--- config.mk ---
export PLATFORM = sky130hd
export DESIGN_NAME = tcdm_bank_rr_arb_flat
export DESIGN_NICKNAME = d
export VERILOG_FILES = /design/src/rtl/tcdm_interconnect_pkg.sv /design/src/rtl/tcdm_bank_rr_arb_if.sv /design/src/rtl/lic_rr_pick.sv /design/src/rtl/tcdm_bank_rr_arb.sv /design/src/flat_wrapper.sv
export SDC_FILE = /design/constraint.sdc
export NUM_CORES = 1
export LEC_CHECK = 0
export CORE_AREA = 3 3 458 460
export DETAILED_ROUTE_END_ITERATION = 12
export DIE_AREA = 0 0 461 463
export GPL_TIMING_DRIVEN = 0
export PLACE_DENSITY = 0.3
export SLEW_MARGIN = 0
export SYNTH_ARGS = -nofsm -noshare
export SYNTH_HDL_FRONTEND = slang
export SYNTH_SLANG_ARGS = --single-unit
--- constraint.sdc ---
create_clock -name clk_i -period 27.6 [get_ports clk_i]
set_input_delay 8.28 -clock clk_i [delete_from_list [all_inputs] [get_ports clk_i]]
set_output_delay 8.28 -clock clk_i [all_outputs]
set_load 0.05 [all_outputs]
--- src/rtl/tcdm_interconnect_pkg.sv ---
// rtl/tcdm_interconnect_pkg.sv - shared helpers for the TCDM interconnect
package tcdm_interconnect_pkg;

    // Index width for a population of num ports; a single port still gets one bit.
    function automatic int unsigned idx_width(input int unsigned num);
        return (num > 1) ? $clog2(num) : 1;
    endfunction

endpackage

--- src/rtl/tcdm_bank_rr_arb_if.sv ---
// rtl/tcdm_bank_rr_arb_if.sv - master-side and bank-side signals of one bank arbiter
interface tcdm_bank_rr_arb_if #(
    parameter int unsigned NumMaster     = 32,
    parameter int unsigned ReqDataWidth  = 32,
    parameter int unsigned RespDataWidth = 32
);
    logic [NumMaster-1:0]                   req_i;
    logic [NumMaster-1:0]                   gnt_o;
    logic [NumMaster-1:0][ReqDataWidth-1:0] data_i;
    logic [RespDataWidth-1:0]               rdata_o;
    logic                                   req_o;
    logic                                   gnt_i;
    logic [ReqDataWidth-1:0]                data_o;
    logic [RespDataWidth-1:0]               rdata_i;

    modport slave (
        input  req_i, data_i, gnt_i, rdata_i,
        output gnt_o, rdata_o, req_o, data_o
    );

    modport master (
        output req_i, data_i, gnt_i, rdata_i,
        input  gnt_o, rdata_o, req_o, data_o
    );
endinterface

--- src/rtl/lic_rr_pick.sv ---
// rtl/lic_rr_pick.sv - combinational rotating-priority pick starting at ptr_i
module lic_rr_pick
    import tcdm_interconnect_pkg::*;
#(
    parameter int unsigned NumReq   = 4,
    parameter int unsigned IdxWidth = idx_width(NumReq)
) (
    input  logic [NumReq-1:0]   req_i,
    input  logic [IdxWidth-1:0] ptr_i,
    output logic [IdxWidth-1:0] idx_o,
    output logic                vld_o
);
    int unsigned          pos;
    logic [IdxWidth-1:0]  pos_idx;

    always_comb begin
        idx_o   = '0;
        vld_o   = 1'b0;
        pos     = 0;
        pos_idx = '0;
        for (int unsigned k = 0; k < NumReq; k++) begin
            // Explicit wrap keeps the scan correct for non-power-of-two port counts.
            pos = 32'(ptr_i) + k;
            if (pos >= NumReq) begin
                pos = pos - NumReq;
            end
            pos_idx = pos[IdxWidth-1:0];
            if (!vld_o && req_i[pos_idx]) begin
                vld_o = 1'b1;
                idx_o = pos_idx;
            end
        end
    end
endmodule

--- src/rtl/tcdm_bank_rr_arb.sv ---
// rtl/tcdm_bank_rr_arb.sv - round-robin arbiter of many masters onto one TCDM bank
module tcdm_bank_rr_arb
    import tcdm_interconnect_pkg::*;
#(
    parameter int unsigned NumMaster     = 32,
    parameter int unsigned ReqDataWidth  = 32,
    parameter int unsigned RespDataWidth = 32,
    parameter bit          LockOnStall   = 1'b1
) (
    input  logic              clk_i,
    input  logic              rst_i,
    tcdm_bank_rr_arb_if.slave bus
);
    localparam int unsigned IdxW = idx_width(NumMaster);

    logic [ReqDataWidth-1:0]  data_sel;
    logic [RespDataWidth-1:0] rdata;
    logic [NumMaster-1:0]     gnt;
    logic                     req_any;

    // Responses are routed master-side, so read data is a pure broadcast.
    assign rdata       = bus.rdata_i;
    assign bus.rdata_o = rdata;
    assign bus.req_o   = req_any;
    assign bus.data_o  = data_sel;
    assign bus.gnt_o   = gnt;

    if (NumMaster == 1) begin : g_single
        assign req_any  = bus.req_i[0];
        assign gnt      = bus.req_i[0] & bus.gnt_i;
        assign data_sel = bus.req_i[0] ? bus.data_i[0] : '0;
    end else begin : g_multi
        logic [IdxW-1:0] rr_q;
        logic [IdxW-1:0] pick_idx;
        logic [IdxW-1:0] winner;
        logic            pick_vld;
        logic            hs;

        lic_rr_pick #(
            .NumReq   (NumMaster),
            .IdxWidth (IdxW)
        ) i_pick (
            .req_i (bus.req_i),
            .ptr_i (rr_q),
            .idx_o (pick_idx),
            .vld_o (pick_vld)
        );

        assign req_any  = |bus.req_i;
        assign hs       = req_any & bus.gnt_i;
        assign data_sel = pick_vld ? bus.data_i[winner] : '0;

        always_comb begin
            gnt = '0;
            if (hs) begin
                gnt[winner] = 1'b1;
            end
        end

        if (LockOnStall) begin : g_lock
            logic            lock_vld_q;
            logic [IdxW-1:0] lock_idx_q;

            // A stalled winner keeps the bank until it is granted or withdraws.
            assign winner = (lock_vld_q && bus.req_i[lock_idx_q]) ? lock_idx_q : pick_idx;

            always_ff @(posedge clk_i or posedge rst_i) begin
                if (rst_i) begin
                    lock_vld_q <= 1'b0;
                    lock_idx_q <= '0;
                end else if (hs || !req_any) begin
                    lock_vld_q <= 1'b0;
                end else begin
                    lock_vld_q <= 1'b1;
                    lock_idx_q <= winner;
                end
            end
        end else begin : g_nolock
            assign winner = pick_idx;
        end

        always_ff @(posedge clk_i or posedge rst_i) begin
            if (rst_i) begin
                rr_q <= '0;
            end else if (hs) begin
                rr_q <= (winner == IdxW'(NumMaster - 1)) ? '0 : winner + 1'b1;
            end
        end
    end
endmodule

--- src/flat_wrapper.sv ---
// flat-port wrapper written by rule: the top's interface ports become plain ports
module tcdm_bank_rr_arb_flat import tcdm_interconnect_pkg::*;
#(
    parameter int unsigned NumMaster     = 32,
    parameter int unsigned ReqDataWidth  = 32,
    parameter int unsigned RespDataWidth = 32,
    parameter bit          LockOnStall   = 1'b1
)
  (clk_i, rst_i, bus_req_i, bus_data_i, bus_gnt_i, bus_rdata_i, bus_gnt_o, bus_rdata_o, bus_req_o, bus_data_o);
  tcdm_bank_rr_arb_if #(.NumMaster(NumMaster), .ReqDataWidth(ReqDataWidth), .RespDataWidth(RespDataWidth)) bus_i ();
  input  logic clk_i;
  input  logic rst_i;
  input wire logic [$bits(bus_i.req_i)-1:0] bus_req_i;
  input wire logic [$bits(bus_i.data_i)-1:0] bus_data_i;
  input wire logic [$bits(bus_i.gnt_i)-1:0] bus_gnt_i;
  input wire logic [$bits(bus_i.rdata_i)-1:0] bus_rdata_i;
  output wire logic [$bits(bus_i.gnt_o)-1:0] bus_gnt_o;
  output wire logic [$bits(bus_i.rdata_o)-1:0] bus_rdata_o;
  output wire logic [$bits(bus_i.req_o)-1:0] bus_req_o;
  output wire logic [$bits(bus_i.data_o)-1:0] bus_data_o;
  assign bus_i.req_i = bus_req_i;
  assign bus_i.data_i = bus_data_i;
  assign bus_i.gnt_i = bus_gnt_i;
  assign bus_i.rdata_i = bus_rdata_i;
  assign bus_gnt_o = bus_i.gnt_o;
  assign bus_rdata_o = bus_i.rdata_o;
  assign bus_req_o = bus_i.req_o;
  assign bus_data_o = bus_i.data_o;
  tcdm_bank_rr_arb #(.NumMaster(NumMaster), .ReqDataWidth(ReqDataWidth), .RespDataWidth(RespDataWidth), .LockOnStall(LockOnStall)) u_core (.clk_i(clk_i), .rst_i(rst_i), .bus(bus_i));
endmodule
# Word-level counts from Yosys, hierarchy flattened
# Cells that the tools add are included.
totals:
  regBits: 11
  latchBits: 0
  ram_bits: 0
  rom_bits: 0
  output_inout_bits: 97
  memories: 0
op_classes:
  n_addsub: 64
  n_mul: 0
  div: 0
  magnitude_cmp: 67
  eq_ne: 1
  shifts: 0
  mux: 171
  bitwise: 1
  n_reduce_logical: 67
ops:
  columns: ["cell", "n"]
  rows:
  - ["$mux W5", 66]
  - ["$lt A5 B6 Y1 const B", 34]
  - ["$ge A6 B6 Y1 const B", 31]
  - ["$bmux W1 S5", 33]
  - ["$bmux W32 S5", 1]
  - ["$sub A5 B1 Y5 const B", 32]
  - ["$add A5 B5 Y6 const B", 16]
  - ["$mux W32", 3]
  - ["$mux W1", 67]
  - ["$add A5 B4 Y6 const B", 8]
  - ["$logic_and A1 B1 Y1", 33]
  - ["$logic_not A1 Y1", 32]
  - ["$reduce_or A32 Y1", 1]
  - ["$add A5 B3 Y6 const B", 4]
  - ["$add A5 B2 Y6 const B", 2]
  - ["$add A5 B1 Y6 const B", 1]
  - ["$ge A5 B6 Y1 const B", 1]
  - ["$add A5 B1 Y5 const B", 1]
  - ["$demux W1 S5", 1]
  - ["$eq A5 B5 Y1 const B", 1]
  - ["$ge A5 B1 Y1 const B", 1]
  - ["$and A1 B1 Y1", 1]
  - ["$logic_or A1 B1 Y1", 1]

# Depth between registers and ports, before layout
# Gate-level depths: netlist of the first run.
depth:
  ltp_word: 104
  depth_mapped: 33
  mapped_depth_nobuf: 21

# Modules after synthesis
# From an unflattened synthesis of the first run, not the netlist that was laid out.
unflattened:
  hier_cells: 2701
  hier_area_um2: 17531.8
by_module_without_submodules:
  columns: ["module", "instances", "cells_per_inst", "area_each_um2", "seq_area_each_um2"]
  rows:
  - ["tcdm_bank_rr_arb", 1, 1929, 10885.4, 275.3]
  - ["lic_rr_pick", 1, 772, 6646.4, 0.0]

# Worst setup path after synthesis of the first run
# OpenSTA, ideal clock, no wires.
synth_path:
  kind: "input port to output port"
  start: "input bus_req_i[18]"
  end: "output bus_data_o[7]"
  arrival_ns: 13.911
  required_time_ns: 19.320
  path_slack_ns: 5.409
  stages: 18
  path_cell_list: "mux2_2 -> mux4_2 -> mux2_2 -> mux2_2 -> nor4_4 -> nand4_4 -> or3_1 -> buf_2 -> or2_4 -> o21ai_1 -> a221oi_1 -> and2_1 -> buf_4 -> and3_1 -> buf_2 -> clkbuf_1 -> a221o_1 -> nor4_1"
synth_between:
  elab_chain_cells: 100
synth_rtl:
  columns: ["item", "line_no", "text"]
  rows:
  - ["start: declaration", "flat_wrapper.sv:13", "input wire logic [$bits(bus_i.req_i)-1:0] bus_req_i;"]
  - ["$bmux W1 S5", "lic_rr_pick.sv:28", "if (!vld_o && req_i[pos_idx]) begin"]
  - ["$mux W1 (implied by the code)", "lic_rr_pick.sv:28", null]
  - ["$mux W1", "lic_rr_pick.sv:28", null]
  - ["$logic_not A1 Y1", "lic_rr_pick.sv:28", null]
  - ["$logic_and A1 B1 Y1", "lic_rr_pick.sv:28", null]
  - ["$mux W1", "lic_rr_pick.sv:28", null]
  - ["$logic_not A1 Y1", "lic_rr_pick.sv:28", null]
  - ["$logic_and A1 B1 Y1", "lic_rr_pick.sv:28", null]
  - ["[84 not listed]", null, null]
  - ["$mux W1", "lic_rr_pick.sv:28", null]
  - ["$logic_not A1 Y1", "lic_rr_pick.sv:28", null]
  - ["$logic_and A1 B1 Y1", "lic_rr_pick.sv:28", null]
  - ["$mux W5", "lic_rr_pick.sv:28", null]
  - ["$mux W5", "tcdm_bank_rr_arb.sv:65", "assign winner = (lock_vld_q && bus.req_i[lock_idx_q]) ? lock_idx_q : pick_idx;"]
  - ["$bmux W32 S5", "tcdm_bank_rr_arb.sv:51", "assign data_sel = pick_vld ? bus.data_i[winner] : '0;"]
  - ["$mux W32 (implied by the code)", "tcdm_bank_rr_arb.sv:51", null]
  - ["$mux W32 *", "tcdm_bank_rr_arb.sv:51", null]
  - ["end: declaration", "flat_wrapper.sv:20", "output wire logic [$bits(bus_i.data_o)-1:0] bus_data_o;"]
# Every way passes the cells marked *; elsewhere a longest branch is shown, timed or not. The select of a mux whose other input is x is not followed.

# Final worst setup path of the first run
layout_path:
  start: "input bus_req_i[20]"
  end: "output bus_data_o[4]"
# The elaborated chain is that of the path after synthesis.

==> metrics.txt, run 1 <==
# TYPE chip_impl_metric gauge
chip_impl_metric{name="reg2reg_setup_slack",unit="ns"} 16.54
chip_impl_metric{name="setup_viol",unit=""} 0
chip_impl_metric{name="grt_pass1_vias",unit=""} 28400
chip_impl_metric{name="cts_setup_buffers",unit=""} 0
chip_impl_metric{name="post-route-drc-count",unit=""} 0
chip_impl_metric{name="place.gp.congestion",unit=""} 0.950
chip_impl_metric{name="synth-seq-cells",unit=""} 11
chip_impl_metric{name="clk_pin_slew_worst_paths",unit="ns"} 0.04
chip_impl_metric{name="grt_util_met3",unit="%"} 3.66
chip_impl_metric{name="finalNetCount",unit=""} 5135
chip_impl_metric{name="cts_inserted_buffers",unit=""} 3
chip_impl_metric{name="insertion_delay_to_the_later_sink_of_the_worst_skew_pair",unit="ns"} 0.24
chip_impl_metric{name="synth_simple_gate_area_share",unit="%"} 37.5
chip_impl_info{name="rr_endpoint",value="u_core.g_multi.rr_q[2]"} 1
chip_impl_metric{name="grt_start_max_net_pins",unit=""} 16
chip_impl_info{name="cp-start-kind",value="input port"} 1
chip_impl_metric{name="grt_antenna_before_repair",unit=""} 107
chip_impl_metric{name="post_synth_xor_area_fraction",unit="%"} 1.64
chip_impl_metric{name="floorplan.initialDensity",unit="%"} 8.80
chip_impl_info{name="criticalPathCategory",value="input port to primary output"} 1
chip_impl_metric{name="areaGrowthSynthToFinish",unit="%"} 83.5
chip_impl_metric{name="drt-initial-drc-count",unit=""} 2534
chip_impl_metric{name="placementRows",unit=""} 167
chip_impl_info{name="rsz0062_at_grt",value="false"} 1
chip_impl_metric{name="max_slew.worst_pin.slew",unit="ns"} 1.59
chip_impl_metric{name="cts-hold-fix-buffers",unit=""} 0
chip_impl_info{name="hold-path-endpoint",value="u_core.g_multi.g_lock.lock_idx_q[4]"} 1
chip_impl_metric{name="globalRoute.totalOverflow",unit=""} 0
chip_impl_metric{name="ys_types",unit=""} 91
chip_impl_info{name="main_combinational_cell_family_by_area_after_synthesis",value="simple AND/OR/NAND/NOR gates"} 1
chip_impl_metric{name="postSynthCellCount",unit=""} 2869
chip_impl_metric{name="avgSynthCellArea",unit="sq um"} 6.33
chip_impl_info{name="post-synth-top-area-cell",value="nand2_1"} 1
chip_impl_metric{name="post-synth-top-area-fraction",unit="%"} 15.6
chip_impl_metric{name="router_iterations_before_antenna_repair",unit=""} 5
chip_impl_metric{name="fp.dieH",unit="um"} 463
chip_impl_info{name="min-delay-path-class",value="register to register"} 1
chip_impl_info{name="netlist_top_cells_area",value="nand2_1, mux2i_1, mux4_2"} 1
chip_impl_metric{name="die-area",unit="sq um"} 213000
chip_impl_metric{name="r2r.worst_path.cells",unit=""} 25
chip_impl_metric{name="synth_async_sr_flop_share",unit="%"} 100
chip_impl_metric{name="mappedNetlistNets",unit=""} 3977
chip_impl_metric{name="rel_slew_slack",unit="%"} -6.46
chip_impl_metric{name="drive_above_1_share",unit="%"} 10.4
chip_impl_metric{name="clock_tree.htree_level_count",unit=""} 1
chip_impl_metric{name="path_max_fanout",unit=""} 10
chip_impl_metric{name="final_period_minus_worst_setup_slack",unit="ns"} 26.69
chip_impl_info{name="clk_root_buffer_cell",value="clkbuf_16"} 1
chip_impl_info{name="crit-reg2reg-launch",value="u_core.g_multi.rr_q[2]"} 1
chip_impl_info{name="endpoint_kind",value="primary output"} 1
chip_impl_info{name="hp-start",value="u_core.g_multi.g_lock.lock_idx_q[4]"} 1
chip_impl_info{name="tritoncts",value="done"} 1
chip_impl_metric{name="dp_hpwl",unit="mm"} 222
chip_impl_metric{name="globalRouteMet2Util",unit="%"} 40.7
chip_impl_metric{name="grtUsageMet1",unit="%"} 27.7
chip_impl_metric{name="maxSlewViolCount",unit=""} 3
chip_impl_metric{name="sequential_fraction_of_the_synthesis_area",unit="%"} 1.52
chip_impl_metric{name="fin_crit_sh",unit="%"} 96.7
chip_impl_info{name="status",value="complete, but fails checks"} 1
chip_impl_metric{name="yosys.area_share.adder",unit="%"} 1.17
chip_impl_metric{name="synth_compound_gate_area_share",unit="%"} 20.2
chip_impl_metric{name="vias_per_cell",unit=""} 4.30
chip_impl_metric{name="max_freq",unit="MHz"} 37.5
chip_impl_metric{name="post_drt_wl_per_cell",unit="um"} 37.0
chip_impl_metric{name="detail-route-antenna-nets",unit=""} 0
chip_impl_metric{name="clock_skew",unit="ns"} 0.00473
chip_impl_metric{name="fp.coreArea",unit="sq um"} 206000
chip_impl_metric{name="critical_path_arrival",unit="ns"} 18.41
chip_impl_metric{name="tns",unit="ns"} 0
chip_impl_metric{name="cts_repair_resize_count",unit=""} 0
chip_impl_info{name="yosys_most_used_dff",value="dfrtp_1"} 1
chip_impl_metric{name="vias",unit=""} 29100
chip_impl_metric{name="synth_edf_count",unit=""} 0
chip_impl_metric{name="final_number_of_hold_violating_endpoints",unit=""} 0
chip_impl_metric{name="synth.cell_area",unit="sq um"} 18200
chip_impl_metric{name="port_buffers",unit=""} 1151
chip_impl_info{name="grt.busiest_layer",value="met2"} 1
chip_impl_metric{name="clock_tree.buffer_depth",unit=""} 2
chip_impl_metric{name="muxShareOfSynthArea",unit="%"} 28.8
chip_impl_metric{name="die_width",unit="um"} 461
chip_impl_metric{name="io_pins",unit=""} 1188
chip_impl_metric{name="worst_ep_required_time",unit="ns"} 19.32
chip_impl_info{name="violations",value="max-capacitance violations, max-slew violations"} 1
chip_impl_metric{name="min_delay_path_depth",unit=""} 2
chip_impl_metric{name="grtUsageTotal",unit="%"} 22.3
chip_impl_metric{name="grt_first_pass_wirelength",unit="mm"} 313
chip_impl_metric{name="synth.yosys.warnings",unit=""} 0
chip_impl_metric{name="maxCapViolCount",unit=""} 2
chip_impl_metric{name="number_of_sinks_on_the_clock_net",unit=""} 11
chip_impl_metric{name="totalWireLength",unit="mm"} 251
-- cells in the mapped netlist (11+ instances only) --
| library cell | number |
|---|---|
| nand2_1 | 755 |
| nand3_1 | 271 |
| nor2_1 | 244 |
| mux2i_1 | 204 |
| o21ai_0 | 129 |
| buf_2 | 108 |
| clkbuf_1 | 102 |
| mux2_2 | 102 |
| a31oi_1 | 90 |
| mux4_2 | 89 |
| and3_1 | 75 |
| a21oi_1 | 72 |
| nor3_1 | 70 |
| buf_4 | 56 |
| o21ai_1 | 45 |
| nor4_1 | 35 |
| xnor2_1 | 29 |
| a221o_1 | 24 |
| inv_1 | 23 |
| o22ai_1 | 18 |
| ha_1 | 17 |
| o211ai_1 | 17 |
| a32oi_1 | 16 |
| o221ai_1 | 15 |
| buf_1 | 14 |
| buf_6 | 14 |
| nor4_2 | 13 |
| a211oi_1 | 12 |
| dfrtp_1 | 11 |
-- cell type report --
class                           instances  area [sq um]
Fill cell                           23900        173000
Multi-Input combinational cell       2536         16300
Timing Repair Buffer                 1153         11500
Tap cell                             2704          3380
Buffer                                294          1560
Sequential cell                        11           275
Antenna cell                           50           125
Inverter                               28           111
Clock buffer                            3          75.1
Clock inverter                          1          5.00
-- state kept, by name (all words and copies together), names as in the netlist --
register and flops:
u_core.g_multi.g_lock.lock_idx_q 5, u_core.g_multi.g_lock.lock_vld_q 1, u_core.g_multi.rr_q 5
-- how the worst max path moves through the flow --
stage | to | slack, ns | depth (start not counted) | from
after floorplan | bus_data_o[7] | 5.41 | 18 | bus_req_i[18]
after global placement | bus_data_o[4] | 0.86 | 20 | bus_req_i[23]
after detailed placement | bus_data_o[4] | 0.95 | 20 | bus_req_i[4]
after CTS | bus_data_o[4] | 0.91 | 20 | bus_req_i[12]
after global routing | bus_data_o[4] | 0.41 | 20 | bus_req_i[4]
final | bus_data_o[4] | 0.91 | 20 | bus_req_i[20]
-- critical path, stage by stage --
cell and delay [ns]:
clkdlybuf4s50_1 0.66, mux2_2 0.40, mux4_2 0.53, a22oi_1 0.47, o21ai_1 0.43, a211oi_1 0.79
nand4_4 0.35, buf_2 0.32, nor4b_1 0.49, a2111oi_0 0.21, a211oi_1 0.36, o21ai_1 0.19
a22oi_2 0.32, buf_2 0.51, clkbuf_1 0.84, o21ai_0 0.20, a31oi_1 0.85, nor3_1 0.09
nor4_1 0.93, clkdlybuf4s50_1 1.13
-- kinds of logic after synthesis --
| logic type | count (synthesis) |
|---|---|
| xor gates and xnor gates | 34 |
| muxes | 398 |
| and+or+nand+nor | 1529 |
| AOI/OAI and AO/OA | 558 |
| buffers and inverters | 322 |
| adders and majority gates | 17 |
| DFF | 11 |
-- cell usage in the layout (no fill, tap or decap), types with 23 or more instances in the layout --
cell type,n
diode_2,50
o21ai_0,129
clkdlybuf4s50_1,1151
mux2i_1,204
nor3_1,65
mux4_2,89
buf_4,58
nor4_1,34
inv_1,23
nand2_1,755
a31oi_1,90
nor2_1,244
mux2_2,102
xnor2_1,29
buf_2,108
clkbuf_1,98
a21oi_1,72
and3_1,75
a221o_1,24
o21ai_1,45
nand3_1,271
-- through the flow --
stage          std cells  utilization [%]  hold slack (ns)  setup WS (ns)  instance area, sq um
6_report            6780             16.1            0.512          0.909                 33300
3_3_place_gp        6724             16.0            0.491          0.856                 33100
3_5_place_dp        6725             16.0            0.504          0.952                 33100
2_1_floorplan       2869                -            0.472           5.41                 18200
5_1_grt             6756             16.1            0.546          0.414                 33300
4_1_cts             6729             16.1            0.515          0.908                 33200
-- per-layer routing --
layer  part of all wire (%)  wire (um)
met1                     42     105000
met2                     51     127000
met3                    5.6      14100
met4                    1.8       4580
met5                   0.11        274
Power of run 1 is left out: the tool's default activity adds up to more than one toggle a clock period on the data nets, which glitch-free logic cannot reach.
==> run 2: changes to the inputs <==
--- a/config.mk
+++ b/config.mk
@@ -10,6 +10,7 @@
 export DIE_AREA = 0 0 461 463
 export GPL_TIMING_DRIVEN = 0
 export PLACE_DENSITY = 0.3
+export SETUP_SLACK_MARGIN = 0.02
 export SLEW_MARGIN = 0
 export SYNTH_ARGS = -nofsm -noshare
 export SYNTH_HDL_FRONTEND = slang
==> results of run 2 <==
The final DEF is identical to that of run 1; final timing and power are the same.
Power of run 2 is left out for the same reason.
==> run 3: changes to the inputs <==
--- a/config.mk
+++ b/config.mk
@@ -5,11 +5,11 @@
 export SDC_FILE = /design/constraint.sdc
 export NUM_CORES = 1
 export LEC_CHECK = 0
-export CORE_AREA = 3 3 458 460
+export CORE_AREA = 2 2 457 459
 export DETAILED_ROUTE_END_ITERATION = 12
-export DIE_AREA = 0 0 461 463
+export DIE_AREA = 0 0 459 461
 export GPL_TIMING_DRIVEN = 0
-export PLACE_DENSITY = 0.3
+export PLACE_DENSITY_LB_ADDON = 0.1
 export SETUP_SLACK_MARGIN = 0.02
 export SLEW_MARGIN = 0
 export SYNTH_ARGS = -nofsm -noshare
==> run 3 against run 2 <==
  * The flow now finishes without violations
  * Core utilization barely moved
  * Wire length is 2.0% higher
  * Sequential share of layout area hardly changed
  * Design area about the same
  * Clock skew is 0.00084 ns lower
  * Critical path type unchanged
  * Highest routed layer unchanged
==> metrics.txt, run 3 (same netlist as run 1, synthesis figures left out) <==
# TYPE chip_impl_metric gauge
chip_impl_metric{name="clk_pin_slew_worst_paths",unit="ns"} 0.04
chip_impl_info{name="criticalPathCategory",value="input port to primary output"} 1
chip_impl_metric{name="tns",unit="ns"} 0
chip_impl_info{name="clk_root_buffer_cell",value="clkbuf_16"} 1
chip_impl_metric{name="placementRows",unit=""} 167
chip_impl_metric{name="m1WireLength",unit="mm"} 98.8
chip_impl_metric{name="post_drt_wl_per_cell",unit="um"} 37.8
chip_impl_metric{name="cts_repair_resize_count",unit=""} 0
chip_impl_metric{name="fin_crit_sh",unit="%"} 95.2
chip_impl_metric{name="die_width",unit="um"} 459
chip_impl_metric{name="post-route-drc-count",unit=""} 0
chip_impl_metric{name="drive_above_1_share",unit="%"} 10.5
chip_impl_info{name="tritoncts",value="done"} 1
chip_impl_metric{name="maxSlewViolCount",unit=""} 0
chip_impl_info{name="min-delay-path-class",value="register to register"} 1
chip_impl_metric{name="detail-route-antenna-nets",unit=""} 0
chip_impl_metric{name="finalNetCount",unit=""} 5136
chip_impl_metric{name="cts-hold-fix-buffers",unit=""} 0
chip_impl_metric{name="grt_start_max_net_pins",unit=""} 16
chip_impl_metric{name="grt_first_pass_wirelength",unit="mm"} 317
chip_impl_info{name="cp-start-kind",value="input port"} 1
chip_impl_metric{name="totalWireLength",unit="mm"} 256
chip_impl_metric{name="final_number_of_hold_violating_endpoints",unit=""} 0
chip_impl_metric{name="path_max_fanout",unit=""} 11
chip_impl_info{name="path_common_cell",value="mux2_2"} 1
chip_impl_info{name="most_frequent_cells_in_the_layout",value="clkdlybuf4s50_1, nand2_1, nand3_1, nor2_1, mux2i_1"} 1
chip_impl_metric{name="grtUsageTotal",unit="%"} 23.0
chip_impl_metric{name="dr_wl_met2",unit="mm"} 135
chip_impl_metric{name="clock_tree.htree_level_count",unit=""} 1
chip_impl_metric{name="largest_stage_delay_on_the_critical_path",unit="ns"} 1.12
chip_impl_info{name="endpoint_kind",value="primary output"} 1
chip_impl_metric{name="max_slew.worst_pin.slew",unit="ns"} 1.41
chip_impl_metric{name="insertion_delay_to_the_later_sink_of_the_worst_skew_pair",unit="ns"} 0.24
chip_impl_metric{name="critPathBufInv",unit=""} 4
chip_impl_metric{name="max_freq",unit="MHz"} 38.1
chip_impl_metric{name="floorplan.initialDensity",unit="%"} 8.80
chip_impl_info{name="status",value="complete, no violations"} 1
chip_impl_metric{name="globalRoute.totalOverflow",unit=""} 0
chip_impl_metric{name="router_iterations_before_antenna_repair",unit=""} 5
chip_impl_info{name="hp-start",value="u_core.g_multi.g_lock.lock_idx_q[4]"} 1
chip_impl_metric{name="grt_pass1_vias",unit=""} 28900
chip_impl_metric{name="critical_path_arrival",unit="ns"} 17.99
chip_impl_metric{name="number_of_sinks_on_the_clock_net",unit=""} 11
chip_impl_metric{name="setup_viol",unit=""} 0
chip_impl_info{name="worst_setup_path_startpoint",value="bus_req_i[18]"} 1
chip_impl_metric{name="vias",unit=""} 28800
chip_impl_info{name="critical-path-slowest-cell",value="clkdlybuf4s50_1"} 1
chip_impl_metric{name="fp.coreArea",unit="sq um"} 206000
chip_impl_metric{name="worst_ep_required_time",unit="ns"} 19.32
chip_impl_info{name="final_common_cell",value="clkdlybuf4s50_1"} 1
chip_impl_metric{name="final_period_minus_worst_setup_slack",unit="ns"} 26.27
chip_impl_metric{name="areaGrowthSynthToFinish",unit="%"} 83.6
chip_impl_metric{name="io_pins",unit=""} 1188
chip_impl_info{name="highest_signal_layer_in_the_routed_design",value="met5"} 1
chip_impl_metric{name="rel_slew_slack",unit="%"} 6.00
chip_impl_metric{name="met3_length",unit="mm"} 14.9
chip_impl_metric{name="cts_setup_buffers",unit=""} 0
chip_impl_metric{name="vias_per_cell",unit=""} 4.26
chip_impl_metric{name="clock_tree.buffer_depth",unit=""} 2
chip_impl_info{name="critical-path-top-delay-family",value="buffers and inverters"} 1
chip_impl_metric{name="die-area",unit="sq um"} 212000
chip_impl_metric{name="grt_antenna_before_repair",unit=""} 170
chip_impl_info{name="rsz0062_at_grt",value="false"} 1
chip_impl_info{name="crit-reg2reg-launch",value="u_core.g_multi.rr_q[2]"} 1
chip_impl_metric{name="drt-initial-drc-count",unit=""} 2287
chip_impl_metric{name="port_buffers",unit=""} 1151
chip_impl_info{name="path_cells",value="clkdlybuf4s50_1 > mux2_2 > mux4_2 > mux2_2 > mux2_2 > or4_1 > nor4_1 > a22oi_1 > a211oi_1 > o31a_1 > o21ai_1 > a22oi_2 > buf_2 > clkbuf_1 > o21ai_0 > a31oi_1 > nor3_1 > nor4_1 > clkdlybuf4s50_1"} 1
chip_impl_metric{name="place.gp.congestion",unit=""} 0.927
chip_impl_metric{name="maxCapViolCount",unit=""} 0
chip_impl_metric{name="cts_inserted_buffers",unit=""} 3
chip_impl_metric{name="dp_hpwl",unit="mm"} 227
chip_impl_metric{name="clock_skew",unit="ns"} 0.00389
chip_impl_info{name="biggestRegsByFlops",value="u_core.g_multi.g_lock.lock_idx_q (5), u_core.g_multi.rr_q (5), u_core.g_multi.g_lock.lock_vld_q (1)"} 1
chip_impl_metric{name="fp.dieH",unit="um"} 461
## run 3: changes by cell type in the layout (fill, tap and decap cells not counted), moves of 2 or more
cell | before | now
diode_2 | 50 | 45
buf_6 | 14 | 16
nor3_2 | 7 | 9
nor3_1 | 65 | 63
clkbuf_2 | 4 | 6
clkbuf_1 | 98 | 96
## run 3: final timing paths
check | endpoint | slack (ns) | cells past startpoint
worst max-delay path | bus_data_o[4] | 1.33 | 19
worst min-delay path | u_core.g_multi.g_lock.lock_idx_q[4] | 0.52 | 2
worst max register to register | u_core.g_multi.rr_q[2] | 17.33 | 25
worst min register to register | u_core.g_multi.g_lock.lock_idx_q[4] | 0.52 | 2
max in group asynchronous | u_core.g_multi.g_lock.lock_idx_q[1] | 18.64 | 2
min in group asynchronous | u_core.g_multi.g_lock.lock_idx_q[4] | 8.64 | 2
## run 3: cell type report
cell class	count	area (sq um)
multi-input combinational	2536	16300
clock buffer	3	75.1
sequential	11	275
antenna	45	113
timing repair buffer	1154	11600
inverter	28	111
buffer	294	1560
tap	2704	3380
clock inverter	1	5.00
fill	24000	173000
## run 3: through the flow
step	area [sq um]	std cells	hold WS (ns)	setup slack, ns	util, %
2_1_floorplan	18200	2869	0.472	5.41	-
3_3_place_gp	33100	6724	0.503	0.730	16.0
3_5_place_dp	33200	6727	0.511	0.980	16.1
4_1_cts	33200	6731	0.520	0.965	16.1
5_1_grt	33300	6754	0.551	0.477	16.1
6_report	33300	6776	0.521	1.33	16.2
## run 3: layer usage
metal	GRT usage [%]	vias up
li1	-	12800
met1	26.0	14300
met4	5.04	114
met5	0	-
met3	4.78	311
met2	43.7	1259
## run 3: worst min-delay path, cell delays in order (launching register included)
cell and delay [ns]:
dfrtp_1 0.36, nand2_1 0.05, o21ai_0 0.07
Power of run 3 is left out for the same reason.
